===== config.mk =====
export PLATFORM = sky130hd
export DESIGN_NAME = operand_fetch
export DESIGN_NICKNAME = d
export VERILOG_FILES = /design/src/rtl/operand_fetch_pkg.sv /design/src/rtl/operand_bypass.sv /design/src/rtl/operand_fetch.sv
export SDC_FILE = /design/constraint.sdc
export NUM_CORES = 1
export LEC_CHECK = 0
export ABC_AREA = 1
export CORE_MARGIN = 3
export CORE_UTILIZATION = 38
export DETAILED_ROUTE_END_ITERATION = 8
export PLACE_DENSITY = 0.89
export SLEW_MARGIN = 40
export SYNTH_ARGS = -nofsm -noshare
export SYNTH_HDL_FRONTEND = slang
export SYNTH_SLANG_ARGS = --single-unit

===== constraint.sdc =====
create_clock -name clk -period 1.5 [get_ports clk]
set_input_delay 0.3 -clock clk [delete_from_list [all_inputs] [get_ports clk]]
set_output_delay 0.3 -clock clk [all_outputs]
set_load 0.01 [all_outputs]

===== src/rtl/operand_fetch_pkg.sv =====
`default_nettype none
// ============================================================================
// Module      : operand_fetch_pkg
// Description : Shared definitions for the operand-fetch stage. Holds the
//               instruction field layout, opcode constants, the stage FSM
//               state type and the hard-wired-zero register address.
// Revision    : 1.0 - initial release
// ============================================================================
package operand_fetch_pkg;

  // Instruction field layout for the 16-bit instruction word
  localparam int OPC_LSB   = 12;
  localparam int OPC_W     = 4;
  localparam int RD_LSB    = 9;
  localparam int RS1_LSB   = 6;
  localparam int RS2_LSB   = 3;
  localparam int FUNCT_LSB = 0;
  localparam int FUNCT_W   = 3;
  localparam int IMM_LSB   = 0;
  localparam int IMM_W     = 6;

  // Opcode constants shared with decode/execute
  localparam logic [OPC_W-1:0] OPC_ALU   = 4'h0;
  localparam logic [OPC_W-1:0] OPC_ADDI  = 4'h1;
  localparam logic [OPC_W-1:0] OPC_LOAD  = 4'h2;
  localparam logic [OPC_W-1:0] OPC_STORE = 4'h3;
  localparam logic [OPC_W-1:0] OPC_BEQ   = 4'h4;
  localparam logic [OPC_W-1:0] OPC_JMP   = 4'h5;

  // Register r0 always reads as zero and is never a forwarding target
  localparam int R0_ADDR = 0;

  // Stage FSM states
  typedef enum logic [1:0] {
    ST_IDLE = 2'd0,
    ST_READ = 2'd1,
    ST_HOLD = 2'd2
  } state_e;

endpackage
`default_nettype wire


===== src/rtl/operand_bypass.sv =====
`default_nettype none
// ============================================================================
// Module      : operand_bypass
// Description : Combinational operand select for one register-file read
//               port: r0 -> zero, else matching writeback -> wb data, else
//               register-file read data. Also reports the forwarding hit so
//               the parent can snoop writebacks while holding a bundle.
// Ports       : ra_i       read address of this port
//               rf_rd_i    register file read data for ra_i
//               wb_we_i / wb_wa_i / wb_wd_i  writeback snoop
//               hit_o      writeback targets ra_i (never for r0)
//               operand_o  selected operand
// Revision    : 1.0 - initial release
// ============================================================================
module operand_bypass
  import operand_fetch_pkg::*;
#(
  parameter int DATA_W = 16,
  parameter int AREG_W = 3,
  parameter int BYPASS = 1
) (
  input  logic [AREG_W-1:0] ra_i,
  input  logic [DATA_W-1:0] rf_rd_i,
  input  logic              wb_we_i,
  input  logic [AREG_W-1:0] wb_wa_i,
  input  logic [DATA_W-1:0] wb_wd_i,
  output logic              hit_o,
  output logic [DATA_W-1:0] operand_o
);

  logic w_fwd_en;
  logic w_is_r0;

  generate
    if (BYPASS != 0) begin : g_fwd_on
      assign w_fwd_en = 1'b1;
    end else begin : g_fwd_off
      assign w_fwd_en = 1'b0;
    end
  endgenerate

  assign w_is_r0 = (ra_i == AREG_W'(R0_ADDR));

  always_comb begin
    hit_o     = w_fwd_en && wb_we_i && (wb_wa_i == ra_i) && !w_is_r0;
    operand_o = rf_rd_i;
    if (w_is_r0) begin
      operand_o = '0;
    end else if (hit_o) begin
      operand_o = wb_wd_i;
    end
  end

endmodule
`default_nettype wire


===== src/rtl/operand_fetch.sv =====
`default_nettype none
// ============================================================================
// Module      : operand_fetch
// Description : Operand-fetch stage. Latches one instruction word per
//               handshake, reads both source registers (with writeback
//               bypass) into A/B, and presents the decoded bundle to execute
//               under a valid/ready handshake. One instruction per 2 cycles.
// Ports       : clk, reset               clock, synchronous active-high reset
//               in_valid/in_ready, instr, pc_in   upstream handshake + word
//               ra1/ra2, rd1/rd2          register file read port
//               wb_we/wb_wa/wb_wd         register file write-port snoop
//               out_valid/out_ready       downstream handshake
//               out_a/out_b/out_imm/out_opcode/out_rd/out_funct/out_pc
// Revision    : 1.0 - initial release
// ============================================================================
module operand_fetch
  import operand_fetch_pkg::*;
#(
  parameter int DATA_W = 16,
  parameter int AREG_W = 3,
  parameter int BYPASS = 1
) (
  input  logic                clk,
  input  logic                reset,
  input  logic                in_valid,
  output logic                in_ready,
  input  logic [DATA_W-1:0]   instr,
  input  logic [DATA_W-1:0]   pc_in,
  output logic [AREG_W-1:0]   ra1,
  output logic [AREG_W-1:0]   ra2,
  input  logic [DATA_W-1:0]   rd1,
  input  logic [DATA_W-1:0]   rd2,
  input  logic                wb_we,
  input  logic [AREG_W-1:0]   wb_wa,
  input  logic [DATA_W-1:0]   wb_wd,
  output logic                out_valid,
  input  logic                out_ready,
  output logic [DATA_W-1:0]   out_a,
  output logic [DATA_W-1:0]   out_b,
  output logic [DATA_W-1:0]   out_imm,
  output logic [OPC_W-1:0]    out_opcode,
  output logic [AREG_W-1:0]   out_rd,
  output logic [FUNCT_W-1:0]  out_funct,
  output logic [DATA_W-1:0]   out_pc
);

  state_e              state_q, state_d;
  logic [DATA_W-1:0]   ir_q, ir_d;
  logic [DATA_W-1:0]   pc_q, pc_d;
  logic [DATA_W-1:0]   a_q, a_d;
  logic [DATA_W-1:0]   b_q, b_d;

  logic                w_accept;
  logic                w_hit1, w_hit2;
  logic [DATA_W-1:0]   w_op1, w_op2;

  assign w_accept = in_valid && in_ready;

  // Read addresses always follow the latched IR
  assign ra1 = ir_q[RS1_LSB +: AREG_W];
  assign ra2 = ir_q[RS2_LSB +: AREG_W];

  operand_bypass #(
    .DATA_W (DATA_W),
    .AREG_W (AREG_W),
    .BYPASS (BYPASS)
  ) u_bypass_a (
    .ra_i      (ra1),
    .rf_rd_i   (rd1),
    .wb_we_i   (wb_we),
    .wb_wa_i   (wb_wa),
    .wb_wd_i   (wb_wd),
    .hit_o     (w_hit1),
    .operand_o (w_op1)
  );

  operand_bypass #(
    .DATA_W (DATA_W),
    .AREG_W (AREG_W),
    .BYPASS (BYPASS)
  ) u_bypass_b (
    .ra_i      (ra2),
    .rf_rd_i   (rd2),
    .wb_we_i   (wb_we),
    .wb_wa_i   (wb_wa),
    .wb_wd_i   (wb_wd),
    .hit_o     (w_hit2),
    .operand_o (w_op2)
  );

  // State register and datapath registers
  always_ff @(posedge clk) begin
    if (reset) begin
      state_q <= ST_IDLE;
      ir_q    <= '0;
      pc_q    <= '0;
      a_q     <= '0;
      b_q     <= '0;
    end else begin
      state_q <= state_d;
      ir_q    <= ir_d;
      pc_q    <= pc_d;
      a_q     <= a_d;
      b_q     <= b_d;
    end
  end

  // Next-state logic
  always_comb begin
    state_d = state_q;
    case (state_q)
      ST_IDLE: if (w_accept) state_d = ST_READ;
      ST_READ: state_d = ST_HOLD;
      ST_HOLD: if (out_ready) state_d = in_valid ? ST_READ : ST_IDLE;
      default: state_d = ST_IDLE;
    endcase
  end

  // Handshake outputs
  always_comb begin
    in_ready  = (state_q == ST_IDLE) || ((state_q == ST_HOLD) && out_ready);
    out_valid = (state_q == ST_HOLD);
  end

  // Datapath next values. In HOLD only a forwarding hit may touch A/B; the
  // IR can be reloaded in HOLD on a simultaneous hand-off and accept.
  always_comb begin
    ir_d = w_accept ? instr : ir_q;
    pc_d = w_accept ? pc_in : pc_q;
    a_d  = a_q;
    b_d  = b_q;
    if (state_q == ST_READ) begin
      a_d = w_op1;
      b_d = w_op2;
    end else if (state_q == ST_HOLD) begin
      if (w_hit1) a_d = wb_wd;
      if (w_hit2) b_d = wb_wd;
    end
  end

  assign out_a      = a_q;
  assign out_b      = b_q;
  assign out_pc     = pc_q;
  assign out_opcode = ir_q[OPC_LSB +: OPC_W];
  assign out_rd     = ir_q[RD_LSB +: AREG_W];
  assign out_funct  = ir_q[FUNCT_LSB +: FUNCT_W];
  assign out_imm    = {{(DATA_W-IMM_W){ir_q[IMM_LSB+IMM_W-1]}}, ir_q[IMM_LSB +: IMM_W]};

endmodule
`default_nettype wire


==> run metrics <==
status finished, violations left; failing checks negative setup slack; startpoint type of the worst setup path flop; CP Cell Sequence inv_2 > nand2_2 > nand2_2 > nor2_4 > nand3_4 > nand2_8 > clkbuf_16 > nand3_1 > nor2_1 > nor2_1; crit end category flop; combinational power share 58.4%; Clk Latency, worst-skew pair 350 ps; Largest stage delay, worst path 370 ps; Placer Congestion 0.8640; DIE AREA 11090 µm²; CTS HTree Levels 3; I/O Buffers 169; vias per cell 4.624; CTS Root Cell clkbuf_8; slowest cell on the critical path dfxtp_4; unique cell type count in the Yosys netlist 21; WP data required 1740 ps; vias in the first global route 4095; sequential group share of total power 26.6%; commonest cells after routing, fill and taps aside 171 x nor2_1, 158 x nand2_1, 83 x clkdlybuf4s50_1; Mapped Cells 635; skew final 9.467 ps; clock buffer depth 2; Hold Buf Count CTS 0; drc violations 0; Seq/Total Area, Yosys 35.27%; Power Total 10520 µW; Cell Area, Placed 5650 µm²; Highest Clock Rate 652.5 MHz; Avg WL per Cell 12.97 µm; CTS tree done; ys async rst share 0%; Synth area leaders dfxtp_1 35%, nor2_1 19%, nand2_1 17%; CTS buffer count 9; Synth Net Count 728; Pleak 0.003178 µW; I/O Pins 170; crit path DAT 1770 ps; drt first pass iters 4; Die Y-Extent 105.3 µm; #FFs+latches synth 66; share of layout cells above drive strength 1 13.52%; Slew Limit Fails 0; diode count 0; FP Rows 35; Die W 105.3 µm; # Max-Cap Violations 0; post-layout instance area 6106 µm²; HP Class reg -> reg; ANT nets after route 0; Area growth, synth to finish 62.99%; Final Cycle Share 102.2%; synthesized area 3746 µm²; final worst path period need 1533 ps; Mapped Avg Cell Area 5.899 µm²; Max VDD drop 0.0009964 V; Total GRT Usage 20.47%; worst-path fanout max 8; EDFF count, synth 0; routed via count 4323; Clock power frac 15.0%; internal power 5989 µW; final setup vio count 1; Sink Count 66; Slew @ Worst Pin 348.8 ps; first-pass GRT wire length 18360 µm; CP bufs+invs 2; initial antenna violation count 0; Worst-path clk slew 80 ps; unrepaired setup endpoints after global routing true; Cells after DPL 913; P_sw 4534 µW; relative slew slack 76.75%; PnR worst setup slack -32.51 ps; largest net degree at the start of global routing 36; ys flop type dfxtp_1; post-synth top area cell dfxtp_1; total congestion overflow 0; commonest non-fill, non-tap cell in the layout nor2_1; Sw Share 43.09%; 1st-iter DRT viols 197; CP delay by family, top simple AND/OR/NAND/NOR gates; post-synth top area share 35.27%; final WL 12130 µm; detailed placement HPWL 9111 µm; Final Net Count 894; post-route insts no fill 935; PwrDens 1723 nW/µm²; WS Path Type reg -> reg; Core Footprint 9415 µm²; yosys warns 0; Starting Density 39.79%; Final Hold Vio Count 0
[power groups by stage]
stage / Clock (µW) / Sequential, µW / Combinational [µW]
global placement: 0 / 2790 / 5780
global route: 1690 / 2880 / 6800
detailed placement: 0 / 2820 / 5890
finish: 1580 / 2800 / 6140
CTS: 1610 / 2760 / 5490
floorplan: 0 / 3080 / 2990
[logic make-up after synthesis]
group,count (synthesis),share of synthesized area [%]
and+or+nand+nor,396,42.32
buffers and inverters,124,14.73
DFF,66,35.27
AOI/OAI and AO/OA,44,6.012
adders and majority gates,5,1.670
[per-stage QoR]
step | TNS [ps] | worst slack [ps] | hold WS (ps) | util, %
CTS | -447.1 | -207.3 | 487.6 | 61.53
finish | -32.51 | -32.51 | 482.6 | 64.85
floorplan | -687.8 | -39.90 | 378.5 | -
global route | -720.2 | -152.9 | 505.0 | 64.85
detailed placement | -18390 | -444.5 | 471.6 | 60.01
global placement | -15290 | -369.0 | 460.6 | 60.01
[cells in the mapped netlist, types with 4 or more instances]
cell type,number
clkbuf_1,15
a21oi_1,8
nor2_1,186
nand2_1,167
dfxtp_1,66
buf_2,9
nand3_1,33
nor2_2,4
o21ai_0,33
ha_1,5
inv_1,77
buf_4,20
[registers in the layout, summed over array words and instances, names as in the netlist]
| signal | count |
|---|---|
| out_b | 16 |
| out_pc | 16 |
| state_q | 2 |
| ir_q | 16 |
| out_a | 16 |
[tightest hold or removal path: cells and delay by family, from the launching register on]
kind             cells  cell delay [ps]
DFF                  1              330
and+or+nand+nor      2              130
[layer usage]
layer  share of wire [%]  GRT usage, %  routed length [µm]
met1                  38         21.80                4620
met2                  48         35.38                5804
met3                  12         9.920                1505
met4                 1.6         6.654                 197
met5                   0             0                   0
[cell type report]
type	instances	area (µm²)
Clock buffer	9	123.9
Clock inverter	7	83.83
Fill cell	836	3309
Inverter	79	310.3
Multi-Input combinational cell	445	2074
Sequential cell	66	1339
Tap cell	129	161.4
Timing Repair Buffer	200	2013
[timing repair]
action | CTS | global route
setup endpoints to repair | 143 | 66
resized for setup | 97 | 79
pin swaps | 3 | 21
cloned | 0 | 3
buffers inserted | 1 | 2
[final timing paths]
path | start | to | slack, ps | depth (start not counted)
hold reg to reg | out_pc[0] | out_pc[0] | 480 | 2
setup / recovery | ir_q[6] | out_a[8] | -30 | 10
hold / removal | out_pc[0] | out_pc[0] | 480 | 2
setup reg to reg | ir_q[6] | out_a[8] | -30 | 10
Power figures use the tool's default switching activity.
==> RTL change (same settings) <==
The 3 states of `state_e` get a one-hot encoding in 3 bits.
--- a/src/rtl/operand_fetch_pkg.sv
+++ b/src/rtl/operand_fetch_pkg.sv
@@ -32,8 +32,8 @@
 
   // Stage FSM states
-  typedef enum logic [1:0] {
-    ST_IDLE = 2'd0,
-    ST_READ = 2'd1,
-    ST_HOLD = 2'd2
+  typedef enum logic [2:0] {
+    ST_IDLE = 3'b001,
+    ST_READ = 3'b010,
+    ST_HOLD = 3'b100
   } state_e;
 
Check against the original RTL: no difference found for any inputs over 10 cycles, from zero or initial values and one cycle with reset high; not proved beyond that.
==> RTL change against the unedited design <==
Cell area decreased by 2.5%. Count of clock-buffer cells in the layout increased by 1. First-iteration DRC count increased by 59%. Sequential cell count increased by 1. Wire length increased by 8.7%. Setup slack improved by 0.035 ns. Synthesized area increased by 1.5%. Critical path type is now reg -> out.
Power is not compared: it rests on default switching activity, and its combinational part moved more than twofold at a synthesized area within 25%.
==> RTL change: results (changes against the unedited design) <==
Parameter                              Value

Run status
  Run status ... finished, final reports clean

Global routing
  Pin count of the biggest net entering global routing ... 34 (-5.6%)
  Number of antenna violations at the first check in global routing ... 0 (unchanged)
  Total global-route track usage ... 0.221 (+0.0163)
  Number of global-route vias before repair ... 4,187 (+2.2%)
  Global-route wire length before repair ... 20.3 mm (+11%)

Finish
  Antenna diode instance count ... 0 (unchanged)
  Number of non-filler instances in the completed layout ... 857 (-8.3%)
  Fraction of final layout cells with drive strength greater than 1 ... 0.115 (-0.0199)
  Total Nets Final ... 811 (-9.3%)

Place
  Final estimated routing congestion in global placement ... 0.887 (+2.7%)
  # port buffers ... 169 (unchanged)
  HPWL reported at the end of detailed placement ... 9.37 mm (+2.9%)
  Placed cell count ... 835 (-8.5%)

Hold path
  Hold Crit Class ... reg -> reg

Power
  Pleak ... 3.00 nW
  Largest voltage drop on the vdd net ... ~0.7 mV
  Switching portion of total power ... 0.289

Worst setup path
  Peak fanout along the critical path ... 3 (-5)
  Critical path arrival ... 1.20 ns (-0.57 ns)

Synth
  Primary flip-flop cell chosen by synthesis mapping ... dfxtp_1
  Count of synthesis-stage warnings from yosys ... 0 (unchanged)
  Sequential area share after synthesis ... 0.353 (about the same)
  Area contributors post-synth ... dfxtp_1, nand3_1, inv_1, nand2_1, o21bai_1
  Top post-synthesis cells by count ... nand3_1, inv_1, nand2_1
  Asr flop ratio synth ... 0 (unchanged)
  Post-synth net total ... 653 (-10%)
  Count of distinct cell types in the synthesized netlist ... 25 (+19%)
  Number of instances in the synthesized netlist ... 565 (-11%)

Routing
  Vias after detailed routing ... 4,310 (-0.30%)
  First-pass DRT Iterations ... 5 (+1)
  Wire per inst ... 15.4 um (+19%)
  Starting DRT DRC Count ... 313 (+59%)

STA
  Hold Fails Final Rpt ... 0 (unchanged)
  Tightest slew margin relative to the limit ... 0.735 (-0.0322)
  Fin Clk Skew ... 0.00985 ns (+0.000388 ns)

CTS
  Clock slew at the register clock pins of the worst setup and hold paths ... 0.07 ns
  Num CTS Buffers ... 9 (unchanged)
  Clock latency of the later-clocked register in the worst-skew pair ... 0.35 ns (about the same)
  Clk Tree Root Cell ... clkbuf_8
  Longest Clk Path Bufs ... 2 (unchanged)
  CTS H-Tree Depth ... 3 (unchanged)
## RTL change: logic make-up after synthesis
kind of cell / count (synthesis) / share of synthesized area
DFF: 67 / 0.353
buffers and inverters: 146 / 0.176
AOI/OAI and AO/OA: 107 / 0.164
and+or+nand+nor: 245 / 0.308
## RTL change: worst max-delay path, stage by stage (launching register included)
cell and delay (ns):
dfxtp_1 0.33, inv_2 0.09, nand3_2 0.09, o21ai_2 0.19, buf_2 0.16
## RTL change: repair_timing
| item | CTS | global route |
|---|---|---|
| pin swaps | 0 | 9 |
| hold buffers | 0 | 0 |
| gates resized for setup | 93 | 30 |
| buffers inserted | 0 | 4 |
| endpoints found under the hold margin | 0 | 0 |
| setup endpoints to repair | 99 | 44 |
| cloned | 0 | 2 |
## RTL change: worst paths after layout
| kind | start | endpoint | slack [ns] | cells past startpoint |
|---|---|---|---|---|
| hold / removal | out_pc[3] | out_pc[3] | 0.48 | 2 |
| setup reg to reg | ir_q[5] | out_b[4] | 0.02 | 8 |
| setup / recovery | state_q[0] | in_ready | 0.002 | 4 |
| hold reg to reg | out_pc[3] | out_pc[3] | 0.48 | 2 |
## RTL change: per-layer routing
layer,global-route usage,wire length [um],up-vias
met1,0.245,4930,1962
met2,0.395,6630,216
met4,0.0842,360,0
li1,-,-,2099
met3,0.0674,1260,33
met5,0,0,-
## RTL change: power groups by stage
stage          combinational [W]  sequential (W)  clock (W)
5_1_grt                  0.00150         0.00203    0.00214
4_1_cts                  0.00132         0.00201    0.00207
2_1_floorplan           0.000640         0.00211          0
3_5_place_dp             0.00143         0.00206          0
6_report                 0.00138         0.00201    0.00204
3_3_place_gp             0.00140         0.00205          0
## RTL change: cell type report
cell class	count	area [um2]
clock inverters	6	138
fillers	854	3510
well taps	129	161
flip-flops and latches	67	1360
multi-input cells	352	1860
clock buffers	10	128
inverters	97	364
repair buffers	196	1940
## RTL change: per-stage QoR
stage | setup WS, ns | hold slack (ns) | area [um2]
floorplan | 0.0472 | 0.369 | 3800
global placement | -0.339 | 0.461 | 5600
detailed placement | -0.380 | 0.477 | 5600
CTS | -0.0979 | 0.490 | 5790
global route | -0.0574 | 0.505 | 5950
finish | 0.00226 | 0.483 | 5950
